$ cat config.mk
export PLATFORM = sky130hd
export DESIGN_NAME = pwm_gen
export DESIGN_NICKNAME = d
export VERILOG_FILES = /design/src/rtl/pwm_pkg.sv /design/src/rtl/pwm_wrap_detect.sv /design/src/rtl/pwm_gen.sv
export SDC_FILE = /design/constraint.sdc
export NUM_CORES = 1
export LEC_CHECK = 0
export CORE_ASPECT_RATIO = 1.5
export CORE_MARGIN = 1.5
export CORE_UTILIZATION = 40
export DETAILED_ROUTE_END_ITERATION = 6
export PLACE_DENSITY_LB_ADDON = 0.15
export SYNTH_ARGS = -nofsm -noshare
export SYNTH_HDL_FRONTEND = slang
export SYNTH_SLANG_ARGS = --single-unit
$ cat constraint.sdc
create_clock -name clk -period 3.67 [get_ports clk]
set_input_delay 0.734 -clock clk [delete_from_list [all_inputs] [get_ports clk]]
set_output_delay 0.734 -clock clk [all_outputs]
set_load 0.01 [all_outputs]
$ cat src/rtl/pwm_pkg.sv
// Shared definitions for the PWM output stage: alignment mode encodings and
// the default counter/compare width.
package pwm_pkg;

    localparam int PWM_WIDTH = 16;

    localparam logic [1:0] ALIGN_LEFT  = 2'b00;
    localparam logic [1:0] ALIGN_RIGHT = 2'b01;
    localparam logic [1:0] ALIGN_RANGE = 2'b10;

endpackage : pwm_pkg

$ cat src/rtl/pwm_wrap_detect.sv
// Period boundary detector: remembers last cycle's counter value and flags the
// cycle in which the counter lands on its start value for the current direction.
module pwm_wrap_detect
    import pwm_pkg::*;
#(
    parameter int WIDTH = PWM_WIDTH
) (
    input  logic             clk,
    input  logic             rst_n,
    input  logic [WIDTH-1:0] count_val,
    input  logic [WIDTH-1:0] period,
    input  logic             upnotdown,
    output logic             wrap
);

    logic [WIDTH-1:0] count_prev;

    // NOTE: sequential state is assigned with <= so every flop samples pre-edge values.
    always_ff @(posedge clk or negedge rst_n) begin
        if (!rst_n) begin
            count_prev <= '0;
        end else begin
            count_prev <= count_val;
        end
    end

    // A frozen counter (or period 0) never changes value, so it never wraps;
    // a counter reset to 0 while counting up does count as a boundary.
    always_comb begin
        wrap = 1'b0;
        if (count_val != count_prev) begin
            if (upnotdown) begin
                wrap = (count_val == '0);
            end else begin
                wrap = (count_val == period);
            end
        end
    end

endmodule : pwm_wrap_detect

$ cat src/rtl/pwm_gen.sv
// PWM output stage: double-buffered compare/alignment settings that update only
// at a period boundary or enable rise, plus registered output and period pulse.
module pwm_gen
    import pwm_pkg::*;
#(
    parameter int WIDTH = PWM_WIDTH
) (
    input  logic             clk,
    input  logic             rst_n,
    input  logic             pwm_en,
    input  logic [WIDTH-1:0] count_val,
    input  logic [WIDTH-1:0] period,
    input  logic             upnotdown,
    input  logic [WIDTH-1:0] compare1,
    input  logic [WIDTH-1:0] compare2,
    input  logic [1:0]       align_mode,
    input  logic             polarity,
    output logic             pwm_out,
    output logic             period_irq
);

    logic             wrap;
    logic             pwm_en_prev;
    logic             en_rise;
    logic             load;

    logic [WIDTH-1:0] cmp1_sh;
    logic [WIDTH-1:0] cmp2_sh;
    logic [1:0]       mode_sh;

    logic [WIDTH-1:0] cmp1_eff;
    logic [WIDTH-1:0] cmp2_eff;
    logic [1:0]       mode_eff;
    logic             active;

    pwm_wrap_detect #(
        .WIDTH (WIDTH)
    ) u_wrap_detect (
        .clk       (clk),
        .rst_n     (rst_n),
        .count_val (count_val),
        .period    (period),
        .upnotdown (upnotdown),
        .wrap      (wrap)
    );

    assign en_rise = pwm_en && !pwm_en_prev;
    assign load    = wrap || en_rise;

    // NOTE: the shadows are a handful of flops, not a memory, so they take a reset value.
    always_ff @(posedge clk or negedge rst_n) begin
        if (!rst_n) begin
            pwm_en_prev <= 1'b0;
            cmp1_sh     <= '0;
            cmp2_sh     <= '0;
            mode_sh     <= ALIGN_LEFT;
        end else begin
            pwm_en_prev <= pwm_en;
            if (load) begin
                cmp1_sh <= compare1;
                cmp2_sh <= compare2;
                mode_sh <= align_mode;
            end
        end
    end

    // In a load cycle the live settings bypass the shadows so the new
    // waveform starts exactly on the boundary count.
    assign cmp1_eff = load ? compare1   : cmp1_sh;
    assign cmp2_eff = load ? compare2   : cmp2_sh;
    assign mode_eff = load ? align_mode : mode_sh;

    // NOTE: active gets a default before the case so no latch is inferred.
    always_comb begin
        active = 1'b0;
        case (mode_eff)
            ALIGN_RIGHT: active = (count_val >= cmp1_eff);
            // An empty or inverted window (cmp1 >= cmp2) can never be satisfied.
            ALIGN_RANGE: active = (count_val >= cmp1_eff) && (count_val < cmp2_eff);
            default:     active = (count_val < cmp1_eff);
        endcase
    end

    always_ff @(posedge clk or negedge rst_n) begin
        if (!rst_n) begin
            pwm_out    <= 1'b0;
            period_irq <= 1'b0;
        end else begin
            pwm_out    <= pwm_en ? (active ^ polarity) : polarity;
            period_irq <= wrap && pwm_en;
        end
    end

endmodule : pwm_gen

==> impl_metrics.yaml, run 1 <==
grt:
  grt_use_total_pct: 22.67
  grt_first_pass_wirelength_um: 15250
  gr-total-overflow: 0
  grt_pass1_vias: 3055
  grt_max_degree: 28
  antenna_found_initial: 0
critical_path:
  critical-path-max-stage-delay_ns: 0.52
  critPathSlowestCell: "or4_4"
  cp-start-kind: "input pin"
  setup.worst_path.class: "in -> reg"
  endpoint_kind: "register"
  ff2ff_path_depth: 16
  crit_required_ns: 3.84
  crit_path_frequent_cell: "buf_12"
  crit_fanout: 7
  crit_arrival_ns: 4.63
  worstPathCellList: "buf_12 > xnor2_2 > nand4_1 > nor4_4 > a21o_1 > nand2_2 > nand2_4 > buf_12 > buf_12 > mux2i_1 > ha_1 > nand4_1 > o21ai_2 > o22ai_1 > a311o_2 > a2111oi_4 > mux2_4 > or4_4"
synthesis:
  synth_most_common_cell: "dfrtp_1"
  synth_edf_count: 0
  ys_async_sr_fraction_pct: 100.0
  synth_cells: 283
  synth_top_area_share_pct: 39.67
  synth.distinct_cells: 40
  synth_common_cells: "dfrtp_1 (53), mux2_2 (34), ha_1 (33), mux2i_1 (33)"
  ys.warnings.count: 0
  synth_seq_area_share_pct: 39.67
  synthFlopType: "dfrtp_1"
  netlist_area_mm2: 0.003343
  synth_seq_cells: 53
  synth.avg_cell_area_um2: 11.81
  synth.area.top_cells: "dfrtp_1 (40%), ha_1 (12%), mux2_2 (11%), mux2i_1 (9.9%), xnor2_1 (4.2%)"
  synth_top_area_cell: "dfrtp_1"
  syn_nets: 387
clock_network:
  clkTransAtPathRegs_ns: 0.07
  cts_buffers: 5
  cts_root_buf: "clkbuf_16"
  clk_latency_ns: 0.30
  cts_tree: "yes"
  cts_hold_buf: 0
  htree_levels: 2
  cts_buffer_depth: 2
  clock_sinks: 53
placement:
  post-place-cells: 504
  hpwl_um: 7333
  io_buffers: 72
  gp_congestion: 0.9395
  dpl-instance-area_mm2: 0.004574
detailed_routing:
  antenna_left: 0
  wl_per_cell_um: 17.84
  num_vias: 2782
  route.detailed.drc: 0
  viasPerCell: 5.259
  drt_first_pass_iters: 4
  first_iter_violations: 66
  totalWireLength_um: 9435
sta:
  timing.fmax_ghz: 0.2242
  skew_ns: 0.005521
  timing.final.crit_share_pct: 121.5
  fin_hold_ws_ns: 0.4715
  grt_setup_unrepaired: "yes"
  hold_viol_final: 0
  drv_slew: 0
  timing.final.crit_period_ns: 4.460
  tightest_slew_ns: 0.6706
  timing.slew.headroom_pct: 55.29
  worst_slack_ns: -0.7902
  final-setup-viol-count: 1
floorplanning:
  rows: 40
  die_h_um: 115.0
  io_pins: 73
  die_area_mm2: 0.008927
  core_area_mm2: 0.008058
  die_x_um: 77.65
  start_util_pct: 41.49
run:
  maxCapViolations: 0
outcome:
  failed_checks: "negative setup slack"
  status: "finished with violations"
finish:
  syn_to_final_growth_pct: 50.45
  diodes: 0
  final_nets: 527
  final_util_pct: 62.42
  drive_gt1_share_pct: 39.86
  nFillCells: 694
  fin_area_mm2: 0.005030
  final_cells: 529
hold_path:
  hold_class: "in -> async"
power_and_ir_drop:
  power.density_mw_per_mm2: 358.4
  peakVddDrop_uv: 223.8
  leakage_nw: 2.247
worst max-delay path, delay by kind of cell:
family	cells	cell delay, ns
and+or+nand+nor	6	1.45
AOI/OAI and AO/OA	5	1.20
muxes	2	0.53
buffers and inverters	3	0.37
adders and majority gates	1	0.17
xor gates and xnor gates	1	0.16
logic make-up after synthesis:
group                    count (synthesis)  synth area share (%)
multiplexers                            68                 21.67
buffers and inverters                   14                 2.433
AND/OR/NAND/NOR                         52                 8.683
AO/OA/AOI/OAI                           31                 6.811
XOR/XNOR                                32                 8.383
adder cells (fa/ha/maj)                 33                 12.35
flip-flops                              53                 39.67
cell usage in the layout (no fill, tap or decap), types with 3 or more instances in the layout:
master            n
nor4_1            5
buf_4            59
nand3_1           4
inv_1             6
a21oi_1           4
xnor2_2           7
ha_1             30
clkdlybuf4s50_1  39
mux2_2           34
xor2_1           15
nand4_1          10
nor4_4            3
nand2_1           5
clkbuf_2          9
buf_12            5
mux2i_1          28
dfrtp_1          53
a21o_1            4
o21ai_0           4
clkdlybuf4s15_1   4
buf_6            12
xnor2_1           9
mux2i_2           3
nor2_1           11
o211ai_1          3
clkbuf_16         5
buf_2            11
metal layers:
metal	share of wire, %	GRT usage (%)	routed length, um	vias up
met5	0	0	0	-
met4	2.8	9.212	265	0
met3	3.4	3.492	318	19
met2	54	41.04	5056	70
met1	40	26.49	3796	1354
li1	-	-	-	1339
flip-flops by register name, indices dropped and copies added, names as in the netlist:
signal / flops
mode_sh: 2
cmp2_sh: 16
u_wrap_detect.count_prev: 16
cmp1_sh: 16
pwm_out: 1
period_irq: 1
pwm_en_prev: 1
repair_timing:
item                       CTS  global route
pin swaps                   35            29
setup buffers               12             5
setup endpoints to repair    1             1
gates resized for setup    124            46
layout make-up:
cell class | count | area (um2) | share of cell area, %
Tap cell | 105 | 131.4 | 2.612
Clock inverter | 1 | 30.03 | 0.5970
Clock buffer | 7 | 142.6 | 2.836
Sequential cell | 53 | 1326 | 26.37
Multi-Input combinational cell | 216 | 2148 | 42.71
Timing Repair Buffer | 141 | 1229 | 24.43
Inverter | 6 | 22.52 | 0.4478
worst paths after layout:
| path | from | endpoint | slack [ns] |
|---|---|---|---|
| hold reg to reg | cmp2_sh[2]$_DFF_PN0_ | cmp2_sh[2]$_DFF_PN0_ | 0.51 |
| setup reg to reg | u_wrap_detect.count_prev[8]$_DFF_PN0_ | pwm_out$_DFF_PN0_ | -0.56 |
| max in group asynchronous | rst_n | u_wrap_detect.count_prev[11]$_DFF_PN0_ | 2.34 |
| hold / removal | rst_n | cmp2_sh[13]$_DFF_PN0_ | 0.47 |
| setup / recovery | count_val[13] | pwm_out$_DFF_PN0_ | -0.79 |
| min in group clk | cmp2_sh[2]$_DFF_PN0_ | cmp2_sh[2]$_DFF_PN0_ | 0.51 |
stage by stage:
stage	TNS (ns)	setup WS [ns]	total power [mW]
global route	-0.9843	-0.9843	1.896
floorplan	-0.6741	-0.6741	0.9596
CTS	-0.8025	-0.8025	1.796
finish	-0.7902	-0.7902	1.803
detailed placement	-1.787	-1.787	1.213
global placement	-1.589	-1.589	1.198
power by group:
group / switching, mW / total (mW) / internal (mW) / leakage (nW)
clock: 0.211 / 0.552 / 0.341 / 0.0841
sequential: 0.0344 / 0.685 / 0.651 / 0.623
combinational: 0.251 / 0.566 / 0.314 / 1.54
total: 0.496 / 1.80 / 1.31 / 2.25
Note: power is estimated with default switching activity, not from simulation.
==> inputs of run 2 (changes only) <==
Settings changed: CTS_BUF_LIST set to sky130_fd_sc_hd__clkbuf_8.
==> run 2 against run 1 <==
The flow still finishes with violations (negative setup slack). Non-clock buffer count is the same. Final area decreased by 1.1%. Sequential power about the same. Worst setup slack improved by 0.036 ns. Sequential share of layout area is 0.30 points higher. Clock power down 23%. Die area unchanged. Combinational power down 1%. Highest routed layer unchanged.
==> impl_metrics.yaml, run 2 (synthesized netlist as in run 1, its figures left out) <==
outcome:
  status: "finished with violations"
  failed_checks: "negative setup slack"
sta:
  timing.slew.headroom_pct: 55.75
  skew_ns: 0.003401
  tightest_slew_ns: 0.6637
  final.setup.tns_ns: -0.7544
  worst_slack_ns: -0.7544
  timing.final.crit_share_pct: 120.6
  fin_hold_ws_ns: 0.4370
  final-setup-viol-count: 1
  grt_setup_unrepaired: "yes"
  timing.fmax_ghz: 0.2260
  timing.final.crit_period_ns: 4.424
  hold_viol_final: 0
  drv_slew: 0
detailed_routing:
  route.detailed.drc: 0
  totalWireLength_um: 9286
  wl_per_cell_um: 17.55
  first_iter_violations: 94
  num_vias: 2760
  antenna_left: 0
  drt_first_pass_iters: 4
  viasPerCell: 5.217
floorplanning:
  die_h_um: 115.0
  io_pins: 73
  die_x_um: 77.65
  die_area_mm2: 0.008927
  start_util_pct: 41.49
  core_area_mm2: 0.008058
  rows: 40
power_and_ir_drop:
  pwr-share-clk_pct: 25.4
  power.density_mw_per_mm2: 335.4
  leakage_nw: 2.228
  comb_power_share_pct: 33.6
  seqPwrFrac_pct: 41.0
  finalPower_mw: 1.668
  power.switching_mw: 0.4854
  intPower_mw: 1.183
  peakVddDrop_uv: 208.5
  swShare_pct: 29.10
grt:
  grt_use_total_pct: 22.28
  gr-total-overflow: 0
  grt_max_degree: 28
  antenna_found_initial: 0
  grt_pass1_vias: 3018
  grt_first_pass_wirelength_um: 15120
clock_network:
  clk_latency_ns: 0.32
  cts_hold_buf: 0
  clock_sinks: 53
  cts_buffer_depth: 2
  cts_buffers: 5
  cts_tree: "yes"
  clkTransAtPathRegs_ns: 0.10
  htree_levels: 2
  cts_root_buf: "clkbuf_8"
run:
  maxCapViolations: 0
critical_path:
  crit_arrival_ns: 4.62
  crit_required_ns: 3.87
  crit_fanout: 7
  ff2ff_setup_slack_ns: -0.50
  endpoint_kind: "register"
  cp-start-kind: "input pin"
  setup.worst_path.class: "in -> reg"
finish:
  final_nets: 527
  nFillCells: 690
  syn_to_final_growth_pct: 48.76
  layout_common_cells: "buf_4 (59), dfrtp_1 (53), clkdlybuf4s50_1 (39), mux2_2 (34), ha_1 (31)"
  diodes: 0
  biggestRegsByFlops: "cmp1_sh (16), cmp2_sh (16), u_wrap_detect.count_prev (16)"
  drive_gt1_share_pct: 39.62
  layout_commonest_cell: "buf_4"
  fin_area_mm2: 0.004974
placement:
  dpl-instance-area_mm2: 0.004574
  pre_cts_slack_ns: -1.787
  hpwl_um: 7333
  io_buffers: 72
  gp_congestion: 0.9395
hold_path:
  hold_class: "in -> async"
run 2: changes by cell type in the layout (fill, tap and decap cells not counted):
cell and change:
clkbuf_16 -5, clkbuf_8 +5, clkbuf_1 -1, ha_1 +1
ha_2 -1, inv_1 +1, mux2i_1 +1, mux2i_2 -1
nor4_1 -1, nor4_2 +1
run 2: per-stage QoR:
stage | util [%] | cells
4_1_cts | 60.02 | 524
6_report | 61.72 | 529
3_5_place_dp | 56.77 | 504
2_1_floorplan | - | 283
5_1_grt | 61.72 | 529
3_3_place_gp | 56.77 | 504
run 2: power groups by stage:
stage / sequential [mW] / combinational, mW / clock (mW)
floorplan: 0.686 / 0.274 / 0
global route: 0.693 / 0.615 / 0.450
CTS: 0.684 / 0.541 / 0.433
global placement: 0.691 / 0.507 / 0
finish: 0.684 / 0.560 / 0.424
detailed placement: 0.694 / 0.520 / 0
run 2: path summary, 6_finish.rpt:
kind	end	start	depth (start not counted)
min in group clk	cmp2_sh[2]$_DFF_PN0_	cmp2_sh[2]$_DFF_PN0_	1
max in group asynchronous	u_wrap_detect.count_prev[11]$_DFF_PN0_	rst_n	2
worst min register to register	cmp2_sh[2]$_DFF_PN0_	cmp2_sh[2]$_DFF_PN0_	1
worst max register to register	pwm_out$_DFF_PN0_	u_wrap_detect.count_prev[8]$_DFF_PN0_	16
worst min-delay path	cmp2_sh[13]$_DFF_PN0_	rst_n	1
worst max-delay path	pwm_out$_DFF_PN0_	count_val[13]	18
run 2: final cells by class:
class / instances / area, um2 / share of cell area, %
multi-input combinational: 216 / 2148 / 43.19
sequential: 53 / 1326 / 26.67
timing repair buffer: 141 / 1229 / 24.70
tap: 105 / 131.4 / 2.642
clock buffer: 6 / 82.58 / 1.660
clock inverter: 2 / 33.78 / 0.6792
inverter: 6 / 22.52 / 0.4528
run 2: repair_timing:
action	CTS	global route
setup endpoints to repair	1	1
resized for setup	124	45
endpoints found under the hold margin	0	0
pin swaps	35	28
buffers inserted	12	5
run 2: routing by layer:
metal  track usage, %  share of wire [%]
met5                0                  0
met2            40.64                 53
met4            8.242                2.2
met3            2.937                3.6
met1            26.44                 41
run 2: critical path, stage by stage:
cell and delay (ns):
buf_12 0.11, xnor2_2 0.17, nand4_1 0.23, nor4_4 0.36, a21o_1 0.16, nand2_2 0.07
nand2_4 0.12, buf_12 0.15, buf_12 0.12, mux2i_1 0.20, ha_1 0.17, nand4_1 0.15
o21ai_2 0.17, o22ai_1 0.09, a311o_2 0.36, a2111oi_4 0.39, mux2_4 0.33, or4_4 0.53
==> inputs of run 3 (changes only) <==
Settings changed: MAX_ROUTING_LAYER set to met4.
==> run 3 against run 2 <==
Worst setup slack got worse by 0.011 ns. Wire length is 0.84% lower. Clock power fell by 11%. The run still ends with negative setup slack left.
==> impl_metrics.yaml, run 3 (synthesized netlist as in run 1, its figures left out) <==
outcome:
  status: "finished with violations"
  failed_checks: "negative setup slack"
clock_network:
  cts_buffer_depth: 2
  cts_buffers: 5
  clk_latency_ns: 0.32
  clkTransAtPathRegs_ns: 0.10
  cts_root_buf: "clkbuf_8"
  cts_hold_buf: 0
  cts_tree: "yes"
  clock_sinks: 53
  htree_levels: 2
power_and_ir_drop:
  leakage_nw: 2.210
  peakVddDrop_uv: 214.5
  power.density_mw_per_mm2: 326.6
  pwr-share-clk_pct: 23.4
  power.switching_mw: 0.4778
  swShare_pct: 29.69
  comb_power_share_pct: 34.2
  seqPwrFrac_pct: 42.5
  intPower_mw: 1.131
placement:
  io_buffers: 72
  gp_congestion: 0.9216
  dpl-instance-area_mm2: 0.004562
  hpwl_um: 7320
critical_path:
  critPathSlowestCell: "or4_4"
  critical-path-max-stage-delay_ns: 0.52
  endpoint_kind: "register"
  ff2ff_setup_slack_ns: -0.57
  r2r-start: "u_wrap_detect.count_prev[8]$_DFF_PN0_"
  cp-start-kind: "input pin"
  crit_arrival_ns: 4.63
  worstPathCellList: "buf_8 > buf_6 > xor2_2 > nor4_2 > nand4_1 > nand2_2 > nand2_4 > buf_12 > mux2i_2 > ha_1 > o211ai_1 > a211oi_1 > o22ai_1 > a311o_2 > a2111oi_4 > mux2_4 > or4_4"
  crit_fanout: 6
  rr_endpoint: "pwm_out$_DFF_PN0_"
  ff2ff_path_depth: 15
  crit_family: "simple AND/OR/NAND/NOR gates"
  path_buf_inv: 3
  setup.worst_path.class: "in -> reg"
  crit_required_ns: 3.86
floorplanning:
  core_area_mm2: 0.008058
  die_h_um: 115.0
  die_x_um: 77.65
  rows: 40
  io_pins: 73
  start_util_pct: 41.49
  die_area_mm2: 0.008927
grt:
  antenna_found_initial: 0
  grt_max_degree: 31
  grt_pass1_vias: 2876
  grt_first_pass_wirelength_um: 14750
  grt_use_total_pct: 22.65
  gr-total-overflow: 0
sta:
  timing.fmax_ghz: 0.2255
  timing.final.crit_share_pct: 120.9
  timing.final.crit_period_ns: 4.435
  worst_slack_ns: -0.7654
  final-setup-viol-count: 1
  fin_hold_ws_ns: 0.3979
  hold_viol_final: 0
  skew_ns: 0.007746
  timing.slew.headroom_pct: 60.44
  drv_slew: 0
  tightest_slew_ns: 0.5934
  grt_setup_unrepaired: "yes"
detailed_routing:
  antenna_left: 0
  wl_per_cell_um: 17.61
  num_vias: 2698
  totalWireLength_um: 9208
  route.detailed.drc: 0
  first_iter_violations: 113
  drt_first_pass_iters: 4
  viasPerCell: 5.159
run:
  maxCapViolations: 0
finish:
  biggestRegsByFlops: "cmp1_sh (16), cmp2_sh (16), u_wrap_detect.count_prev (16)"
  layout_common_cells: "buf_4 (54), dfrtp_1 (53), clkdlybuf4s50_1 (39), mux2_2 (34), ha_1 (32)"
  layout_commonest_cell: "buf_4"
  fin_area_mm2: 0.004927
  syn_to_final_growth_pct: 47.38
  diodes: 0
  nFillCells: 709
  final_util_pct: 61.15
  drive_gt1_share_pct: 37.80
  final_nets: 521
hold_path:
  hold_class: "in -> async"
## run 3: cell type report
| class | instances | area (um2) | share of cell area [%] |
|---|---|---|---|
| Tap cell | 105 | 131.4 | 2.666 |
| Timing Repair Buffer | 135 | 1237 | 25.11 |
| Clock inverter | 1 | 5.005 | 0.1016 |
| Clock buffer | 7 | 96.34 | 1.955 |
| Multi-Input combinational cell | 216 | 2108 | 42.79 |
| Sequential cell | 53 | 1326 | 26.92 |
| Inverter | 6 | 22.52 | 0.4571 |
## run 3: repair_timing
item	4_1_cts	5_1_grt
setup endpoints to repair	1	1
pin swaps	34	24
gates cloned	0	1
resized for setup	121	52
buffers inserted	7	3
## run 3: through the flow
step                TNS (ns)  instances  worst slack (ns)  power, mW
CTS                  -0.7106        519           -0.7106      1.591
global placement      -1.556        504            -1.556      1.196
finish               -0.7654        523           -0.7654      1.609
floorplan            -0.6741        283           -0.6741     0.9596
detailed placement    -1.727        504            -1.727      1.209
global route         -0.9246        523           -0.9246      1.707
## run 3: metal layers
metal	vias up	GRT usage [%]	wire length (um)	share of wire, %
li1	1317	-	-	-
met5	-	-	0	0
met4	0	6.182	118	1.3
met3	8	3.175	351	3.8
met1	1310	27.66	3906	42
met2	63	38.96	4831	52
## run 3: worst max path at each step
| stage | startpoint | end | slack, ns | cells past startpoint |
|---|---|---|---|---|
| floorplan | count_val[14] | pwm_out$_DFF_PN0_ | -0.67 | 17 |
| global route | count_val[13] | pwm_out$_DFF_PN0_ | -0.92 | 17 |
| CTS | count_val[8] | pwm_out$_DFF_PN0_ | -0.71 | 17 |
| detailed placement | count_val[13] | pwm_out$_DFF_PN0_ | -1.73 | 17 |
| global placement | count_val[10] | pwm_out$_DFF_PN0_ | -1.56 | 17 |
| finish | count_val[8] | pwm_out$_DFF_PN0_ | -0.77 | 17 |
## run 3: power groups by stage
stage                     Combinational (mW)  Sequential, mW  Clock (mW)
final                                  0.550           0.684       0.376
after global placement                 0.504           0.692           0
after global routing                   0.607           0.692       0.407
after detailed placement               0.514           0.694           0
after floorplan                        0.274           0.686           0
after CTS                              0.521           0.683       0.387
